## config.mk

```make
export PLATFORM = sky130hd
export DESIGN_NAME = inst_encoder_loader
export DESIGN_NICKNAME = d
export VERILOG_FILES = /design/src/rtl/inst_encoder_loader.sv
export SDC_FILE = /design/constraint.sdc
export NUM_CORES = 1
export LEC_CHECK = 0
export BUFFER_PORTS_ARGS = -buffer_cell sky130_fd_sc_hd__buf_2
export CAP_MARGIN = 20
export CORE_MARGIN = 4
export CORE_UTILIZATION = 45
export CTS_CLUSTER_SIZE = 12
export DETAILED_ROUTE_END_ITERATION = 16
export PLACE_DENSITY = 0.69
export SYNTH_ARGS = -nofsm -noshare
export SYNTH_HDL_FRONTEND = slang
export SYNTH_SLANG_ARGS = --single-unit
export TNS_END_PERCENT = 5
```

## constraint.sdc

```tcl
create_clock -name clk -period 2.85 [get_ports clk]
set_clock_uncertainty 0.2 [all_clocks]
set_input_delay 0.57 -clock clk [delete_from_list [all_inputs] [get_ports clk]]
set_output_delay 0.57 -clock clk [all_outputs]
set_load 0.1 [all_outputs]
```

## src/rtl/inst_encoder_loader.sv

```systemverilog
// RV32I field-to-word encoder that queues requests and streams them into imem.
// Optional rolling checksum of written words is enabled by defining ENC_CHECKSUM_EN.
module inst_encoder_loader #(
   parameter int DEPTH     = 4,
   parameter int ADDR_W    = 10,
   parameter int BASE_ADDR = 0
) (
   input  logic              clk,
   input  logic              rst,
   input  logic              start,
   input  logic              in_valid,
   output logic              in_ready,
   input  logic [1:0]        in_kind,
   input  logic [1:0]        in_rop,
   input  logic [4:0]        in_rd,
   input  logic [4:0]        in_rs1,
   input  logic [4:0]        in_rs2,
   input  logic [12:0]       in_imm,
   input  logic              in_last,
   output logic              imem_we,
   output logic [ADDR_W-1:0] imem_addr,
   output logic [31:0]       imem_wdata,
   output logic              err,
   output logic [7:0]        err_count,
   output logic [ADDR_W-1:0] word_count,
   output logic              done,
   output logic [31:0]       checksum
);

   localparam int PTR_W = $clog2(DEPTH);
   localparam logic [ADDR_W-1:0] BASE = ADDR_W'(BASE_ADDR);
   localparam logic [PTR_W:0] FULL_COUNT = (PTR_W+1)'(DEPTH);

   localparam logic [1:0] KIND_R   = 2'd0;
   localparam logic [1:0] KIND_LW  = 2'd1;
   localparam logic [1:0] KIND_SW  = 2'd2;
   localparam logic [1:0] KIND_BEQ = 2'd3;

   typedef enum logic [1:0] {
      IDLE,
      LOADING,
      DONE
   } state_t;

   state_t            state;
   logic              last_seen;
   logic [31:0]       fifo_mem [DEPTH];
   logic [PTR_W-1:0]  wr_ptr;
   logic [PTR_W-1:0]  rd_ptr;
   logic [PTR_W:0]    fifo_count;
   logic [ADDR_W-1:0] next_addr;

   logic              fifo_full;
   logic              fifo_empty;
   logic              accept;
   logic              req_legal;
   logic              push;
   logic              pop;
   logic              session_start;
   logic [31:0]       req_word;

   function automatic logic [31:0] encode(
      input logic [1:0]  kind,
      input logic [1:0]  rop,
      input logic [4:0]  rd,
      input logic [4:0]  rs1,
      input logic [4:0]  rs2,
      input logic [12:0] imm
   );
      logic [2:0]  funct3;
      logic [6:0]  funct7;
      logic [31:0] word;
      funct3 = 3'b000;
      funct7 = 7'b0000000;
      case (rop)
         2'd1:    funct7 = 7'b0100000;
         2'd2:    funct3 = 3'b111;
         2'd3:    funct3 = 3'b110;
         default: funct3 = 3'b000;
      endcase
      case (kind)
         KIND_LW:  word = {imm[11:0], rs1, 3'b010, rd, 7'b0000011};
         KIND_SW:  word = {imm[11:5], rs2, rs1, 3'b010, imm[4:0], 7'b0100011};
         KIND_BEQ: word = {imm[12], imm[10:5], rs2, rs1, 3'b000, imm[4:1], imm[11], 7'b1100011};
         default:  word = {funct7, rs2, rs1, funct3, rd, 7'b0110011};
      endcase
      return word;
   endfunction

   // Illegal requests are still handshaken so the producer never stalls on them.
   always_comb begin
      fifo_full     = (fifo_count == FULL_COUNT);
      fifo_empty    = (fifo_count == '0);
      session_start = (state != LOADING) && start;
      accept        = in_valid && in_ready;
      req_word      = encode(in_kind, in_rop, in_rd, in_rs1, in_rs2, in_imm);
      case (in_kind)
         KIND_LW, KIND_SW: req_legal = (in_imm[12] == in_imm[11]);
         KIND_BEQ:         req_legal = !in_imm[0];
         default:          req_legal = 1'b1;
      endcase
      push = accept && req_legal;
      pop  = (state == LOADING) && !fifo_empty;
   end

   assign in_ready = (state == LOADING) && !fifo_full && !last_seen;

   always_ff @(posedge clk) begin
      if (push) begin
         fifo_mem[wr_ptr] <= req_word;
      end
   end

   always_ff @(posedge clk) begin
      if (rst) begin
         state      <= IDLE;
         last_seen  <= 1'b0;
         wr_ptr     <= '0;
         rd_ptr     <= '0;
         fifo_count <= '0;
         next_addr  <= BASE;
         imem_we    <= 1'b0;
         imem_addr  <= BASE;
         imem_wdata <= '0;
         err        <= 1'b0;
         err_count  <= '0;
         word_count <= '0;
         done       <= 1'b0;
      end else begin
         imem_we <= 1'b0;
         err     <= 1'b0;
         if (session_start) begin
            state      <= LOADING;
            last_seen  <= 1'b0;
            wr_ptr     <= '0;
            rd_ptr     <= '0;
            fifo_count <= '0;
            next_addr  <= BASE;
            imem_addr  <= BASE;
            word_count <= '0;
            err_count  <= '0;
            done       <= 1'b0;
         end else if (state == LOADING) begin
            if (accept) begin
               if (in_last) begin
                  last_seen <= 1'b1;
               end
               if (!req_legal) begin
                  err <= 1'b1;
                  if (err_count != 8'hFF) begin
                     err_count <= err_count + 8'd1;
                  end
               end
            end
            if (push) begin
               wr_ptr <= wr_ptr + PTR_W'(1);
            end
            if (pop) begin
               rd_ptr     <= rd_ptr + PTR_W'(1);
               imem_we    <= 1'b1;
               imem_addr  <= next_addr;
               imem_wdata <= fifo_mem[rd_ptr];
               next_addr  <= next_addr + ADDR_W'(4);
               word_count <= word_count + ADDR_W'(1);
            end
            case ({push, pop})
               2'b10:   fifo_count <= fifo_count + (PTR_W+1)'(1);
               2'b01:   fifo_count <= fifo_count - (PTR_W+1)'(1);
               default: fifo_count <= fifo_count;
            endcase
            // last_seen blocks further pushes, so an empty FIFO here means everything is written.
            if (last_seen && fifo_empty) begin
               state <= DONE;
               done  <= 1'b1;
            end
         end
      end
   end

`ifdef ENC_CHECKSUM_EN
   always_ff @(posedge clk) begin
      if (rst || session_start) begin
         checksum <= '0;
      end else if (pop) begin
         checksum <= {checksum[30:0], checksum[31]} ^ fifo_mem[rd_ptr];
      end
   end
`else
   assign checksum = '0;
`endif

endmodule

```

# Yosys cells after proc, flatten, opt, wreduce, memory -nomap -nowiden

Memory sizes are Yosys's and may differ from the RTL's. A register that Yosys moved wholly into a read port is not among the register bits.
Cells that the tools add are included.

Add/sub/neg operators: 7
Multiply operators: 0
Div/mod/pow operators: 0
Order comparisons: 0
Eq/ne operators: 13
Shift-type cells: 0
Mux-type cells: 12
Bitwise gates (word level): 4
Reductions and logical operators: 27

Operators with widths:

| operator                                       | number |
|---|---|
| one-hot mux 32 bit (3 select lines)            | 1 |
| one-hot mux 3 bit (2 select lines)             | 2 |
| adder 10 x 1 -> 10 bit (second input constant) | 1 |
| adder 10 x 3 -> 10 bit (second input constant) | 1 |
| == test 2 bit (second input constant)          | 5 |
| AND reduction 2 bit                            | 5 |
| adder 8 x 1 -> 8 bit (second input constant)   | 1 |
| == test 2 x 1 -> 1 bit (second input constant) | 4 |
| inequality test 8 bit (second input constant)  | 1 |
| logical AND 1 bit                              | 7 |
| two-way mux 1 bit                              | 7 |
| two-way mux 6 bit                              | 1 |
| AND reduction 3 bit                            | 2 |
| nonzero test 2 bit                             | 3 |
| adder 2 x 1 -> 2 bit (second input constant)   | 2 |
| zero test 1 bit                                | 4 |
| NOT 1 bit                                      | 4 |
| AND reduction 4 bit                            | 1 |
| OR reduction 2 bit                             | 2 |
| OR reduction 4 bit                             | 1 |
| adder 3 x 1 -> 3 bit (second input constant)   | 1 |
| == test 3 bit (second input constant)          | 1 |
| zero test 3 bit                                | 1 |
| OR reduction 3 bit                             | 1 |
| 4 further kinds                                | 4 |

Register bits after elaboration: 50
Latch bits: 0
RAM bits: 128
Memory bits (read-only): 0
Input bits: 37
Word-level logic and storage cells: 76
Memories: 1

Memory list:

| memory   | depth | bits a word | read ports | clocked after Yosys merged registers in | wr ports | RTL line | RTL |
|---|---|---|---|---|---|---|---|
| fifo_mem | 4     | 32          | 1          | 1                                       | 1        | 47       | `logic [31:0] fifo_mem [DEPTH];` |

# Logic depth before layout (Yosys ltp)

Depth in word-level cells: 9
Mapped depth: 12

# Worst setup path after synthesis

Ideal clock, no wire load.

Path kind: register -> output
Start: reg state[1]
End: out in_ready
Arrival: 3.254 ns
Data required time: 2.080 ns
Setup slack: -1.174 ns
Stages on the path, launching flop included: 3
Buffers on the path: 0
Cell sequence: dfxtp_1 nand2b_1 nor3b_1

Cells in the longest elaborated chain, start to end: 3

RTL lines:

| item                            | RTL line | RTL |
|---|---|---|
| from (decl)                     | 45       | `state_t state;` |
| from (signal assigned)          | 116      | `state <= IDLE;` |
| from (signal assigned)          | 133      | `state <= LOADING;` |
| from (signal assigned)          | 173      | `state <= DONE;` |
| == test 2 x 1 -> 1 bit          | 106      | `assign in_ready = (state == LOADING) && !fifo_full && !last_seen;` |
| logical AND 1 bit (2 in series) | 106      |  |
| to (decl)                       | 12       | `output logic in_ready,` |

Every way passes these cells.

# Final worst setup path

Start: in in_kind[0]
End: reg fifo_count[2]

Cells in the longest elaborated chain, start to end: 7

RTL lines:

| item                                                           | RTL line | RTL |
|---|---|---|
| from (decl)                                                    | 13       | `input logic [1:0] in_kind,` |
| == test 2 x 1 -> 1 bit / == test 2 bit (equally long branches) | 97       | `case (in_kind)` |
| OR reduction 2 bit                                             | 97       |  |
| one-hot mux 1 bit (2 select lines) (*)                         | 97       |  |
| logical AND 1 bit (*)                                          | 102      | `push = accept && req_legal;` |
| == test 2 x 1 -> 1 bit / == test 2 bit (equally long branches) | 166      | `case ({push, pop})` |
| nonzero test 2 bit (no source line)                            | --       |  |
| AND reduction 2 bit (no source line)                           | --       |  |
| to (signal assigned)                                           | 167      | `2'b10: fifo_count <= fifo_count + (PTR_W+1)'(1);` |
| to (signal assigned)                                           | 168      | `2'b01: fifo_count <= fifo_count - (PTR_W+1)'(1);` |
| to (signal assigned)                                           | 169      | `default: fifo_count <= fifo_count;` |
| to (decl)                                                      | 50       | `logic [PTR_W:0] fifo_count;` |

Every way passes the cells marked *; elsewhere a longest branch is shown, timed or not.
A chain may end at the register's enable or synchronous reset.

==> impl_metrics.json <==
{
  "antenna_left": 0,
  "yosys.area_share.simple": 0.113,
  "fin_crit_ns": 2.63,
  "multi_input_comb_area_um2": 2540,
  "worstPathMaxFanout": 3,
  "die_area_um2": 19300,
  "worstPathArrival_ns": 2.73,
  "fin_hold_ws_ns": 0.159,
  "antenna_found_initial": 0,
  "synth_cells": 611,
  "dr.pass1.iters": 5,
  "start_kind": "input port",
  "clock_power_share": 0.414,
  "synth_adder_area_share": 0.0253,
  "startpoint": "in_kind[0]",
  "maxSlewViolCount": 0,
  "holdBufCountCts": 0,
  "worstReg2RegStart": "fifo_count[2]",
  "timing.final.crit_share": 0.922,
  "io_pins": 133,
  "nets": 773,
  "drive_gt1_frac": 0.260,
  "synth_top_family_by_area": "simple AND/OR/NAND/NOR gates",
  "rsz0062_at_grt": "false",
  "tightest_slew_ns": 0.587,
  "n_antenna_cell": 0,
  "die_w_um": 139,
  "num_rows": 47,
  "ys_seq_elements": 187,
  "netlist_area_um2": 7730,
  "yosysWarningCount": 0,
  "ir_drop_v": 0.000457,
  "clockBufferDepth": 2,
  "p_sw_mw": 1.44,
  "relSlewSlack": 0.604,
  "async_flop_share": 0,
  "whs_path_depth": 1,
  "cts_sinks": 187,
  "grt_max_degree": 43,
  "place_hpwl_mm": 11.0,
  "outcome": "finished clean",
  "grt_pass1_vias": 4968,
  "mostFrequentLayoutCells": "112 x edfxtp_1, 96 x buf_2, 94 x nand2_1",
  "max-cap-violations": 0,
  "critPathCaptureType": "flop",
  "placed_area_um2": 8480,
  "synth.distinct_cells": 47,
  "die_y_um": 139,
  "drt_wl_total_mm": 15.9,
  "cp.required_ns": 2.95,
  "cts_tree": "done",
  "postCtsSetupRepairBufs": 0,
  "htree_levels": 4,
  "internal_power_mw": 4.36,
  "syn2layout_area_growth_pct": 17.6,
  "core_area_um2": 16700,
  "syn_area_per_cell_um2": 12.6,
  "min_path_type": "input port to flop",
  "fillCellCount": 1418,
  "root_buffer": "clkbuf_16",
  "routedWlPerCell_um": 16.7,
  "ys.flop_type": "edfxtp_1",
  "finalHoldViolCount": 0,
  "power.share.sequential": 0.501,
  "seqCellArea_um2": 4870,
  "fin_setup_tns_ns": 0,
  "drtIter0Drc": 290,
  "drc": 0,
  "worstSetupPathType": "input port to flop",
  "muxShareOfSynthArea": 0.0938,
  "finalSetupViolations": 0,
  "grt-ovfl-total": 0,
  "post_cts_resized": 0,
  "yosysSeqAreaShare": 0.630,
  "hp-start": "in_rs1[2]",
  "cts_inserted_buffers": 17,
  "port_buffers": 96,
  "vias": 4993,
  "layout_commonest_cell": "edfxtp_1",
  "gp_congestion": 0.846,
  "synth_compound_area_frac": 0.0641,
  "p_comb_frac": 0.085,
  "grt_pass1_wl_mm": 25.9,
  "yosys.area_share.xor_xnor": 0.0147,
  "r2r_cells": 11,
  "p_per_area_nw_per_um2": 638,
  "max_freq_ghz": 0.380,
  "sw_frac_of_total": 0.248,
  "p_leak_nw": 3.34,
  "grt_use_total": 0.169,
  "start_util": 0.463,
  "vias_per_cell": 5.23,
  "path_clk_slew_ns": 0.07,
  "fin_area_um2": 9080,
  "insertion_delay_ns": 0.42,
  "synth_edf_count": 112
}
[final timing paths]
kind / endpoint / slack [ns]
min: fifo_mem[0][17] / 0.16
min reg2reg: imem_wdata[25] / 0.25
max reg2reg: fifo_count[2] / 0.34
max: fifo_count[2] / 0.22
[through the flow]
step / std cells / setup WS, ns / utilization / power, mW
final: 954 / 0.221 / 0.544 / 5.79
after CTS: 954 / 0.250 / 0.544 / 5.85
after detailed placement: 922 / -0.210 / 0.507 / 3.45
after global routing: 954 / 0.0846 / 0.544 / 6.00
after global placement: 922 / -0.130 / 0.507 / 3.44
after floorplan: 646 / -0.126 / - / 3.38
[registers in the layout, indices dropped and copies added, names as in the netlist]
register / cells
imem_wdata: 29
fifo_count: 3
err: 1
err_count: 8
state: 2
rd_ptr: 2
wr_ptr: 2
word_count: 10
imem_addr: 8
next_addr: 8
last_seen: 1
fifo_mem: 112
imem_we: 1
[metal layers]
metal | GRT usage | part of all wire | wire length [µm] | vias to the layer above
met2 | 0.284 | 0.51 | 8030 | 177
li1 | - | - | - | 2359
met1 | 0.219 | 0.42 | 6710 | 2442
met5 | 0 | 0 | 0 | -
met4 | 0.0561 | 0.014 | 221 | 0
met3 | 0.0359 | 0.059 | 932 | 15
[worst max-delay path: stages]
cell      delay, ns
buf_2          0.10
inv_1          0.06
ha_1           0.31
a221oi_1       0.30
buf_4          0.19
nor2_1         0.04
inv_1          0.05
ha_1           0.15
inv_1          0.05
fa_1           0.38
xor2_1         0.15
nor3_1         0.18
xnor2_1        0.14
nor2_1         0.05
[layout make-up]
cell class                      count  share of cell area
Clock buffer                       19              0.0500
Clock inverter                     13              0.0169
Inverter                           15             0.00620
Multi-Input combinational cell    377               0.280
Sequential cell                   187               0.536
Tap cell                          220              0.0303
Timing Repair Buffer              123              0.0807
[kinds of logic after synthesis]
logic type               count (synthesis)
adder cells (fa/ha/maj)                 15
AND/OR/NAND/NOR                        187
other                                    1
AO/OA/AOI/OAI                           89
XOR/XNOR                                13
multiplexers                            37
buffers and inverters                   82
flip-flops                             187
[Yosys cell counts (2+ instances only)]
cell type    n  area, µm²
xor2_1       5       43.8
or3_1        9       56.3
dfxtp_1     75       1500
nor2_1      23       86.3
nand4_1      9       56.3
nor3_1       7       35.0
xnor2_1      8       70.1
nand2_1     94        353
a31oi_1      2       12.5
a22o_1       4       35.0
clkbuf_1    17       63.8
buf_4       38        285
buf_2        8       40.0
o31ai_1      3       22.5
o21a_1       2       15.0
ha_1        14        175
nand3_1     11       55.1
edfxtp_1   112       3360
nor4_1       3       18.8
mux4_2      28        631
and2_1       8       50.1
a21oi_1     53        265
nand2b_1     6       37.5
mux2_2       3       33.8
o21ai_0     19       95.1
inv_1       14       52.6
and4_1       2       17.5
buf_1        4       15.0
mux2i_1      6       60.1
and3_1       7       43.8
[power groups by stage]
stage               Combinational (mW)  Sequential, mW  Clock [mW]
finish                           0.490            2.90        2.40
global route                     0.517            2.90        2.58
floorplan                        0.386            2.99           0
CTS                              0.489            2.90        2.45
detailed placement               0.488            2.96           0
global placement                 0.480            2.96           0
Note: power is estimated with default switching activity, not from simulation.
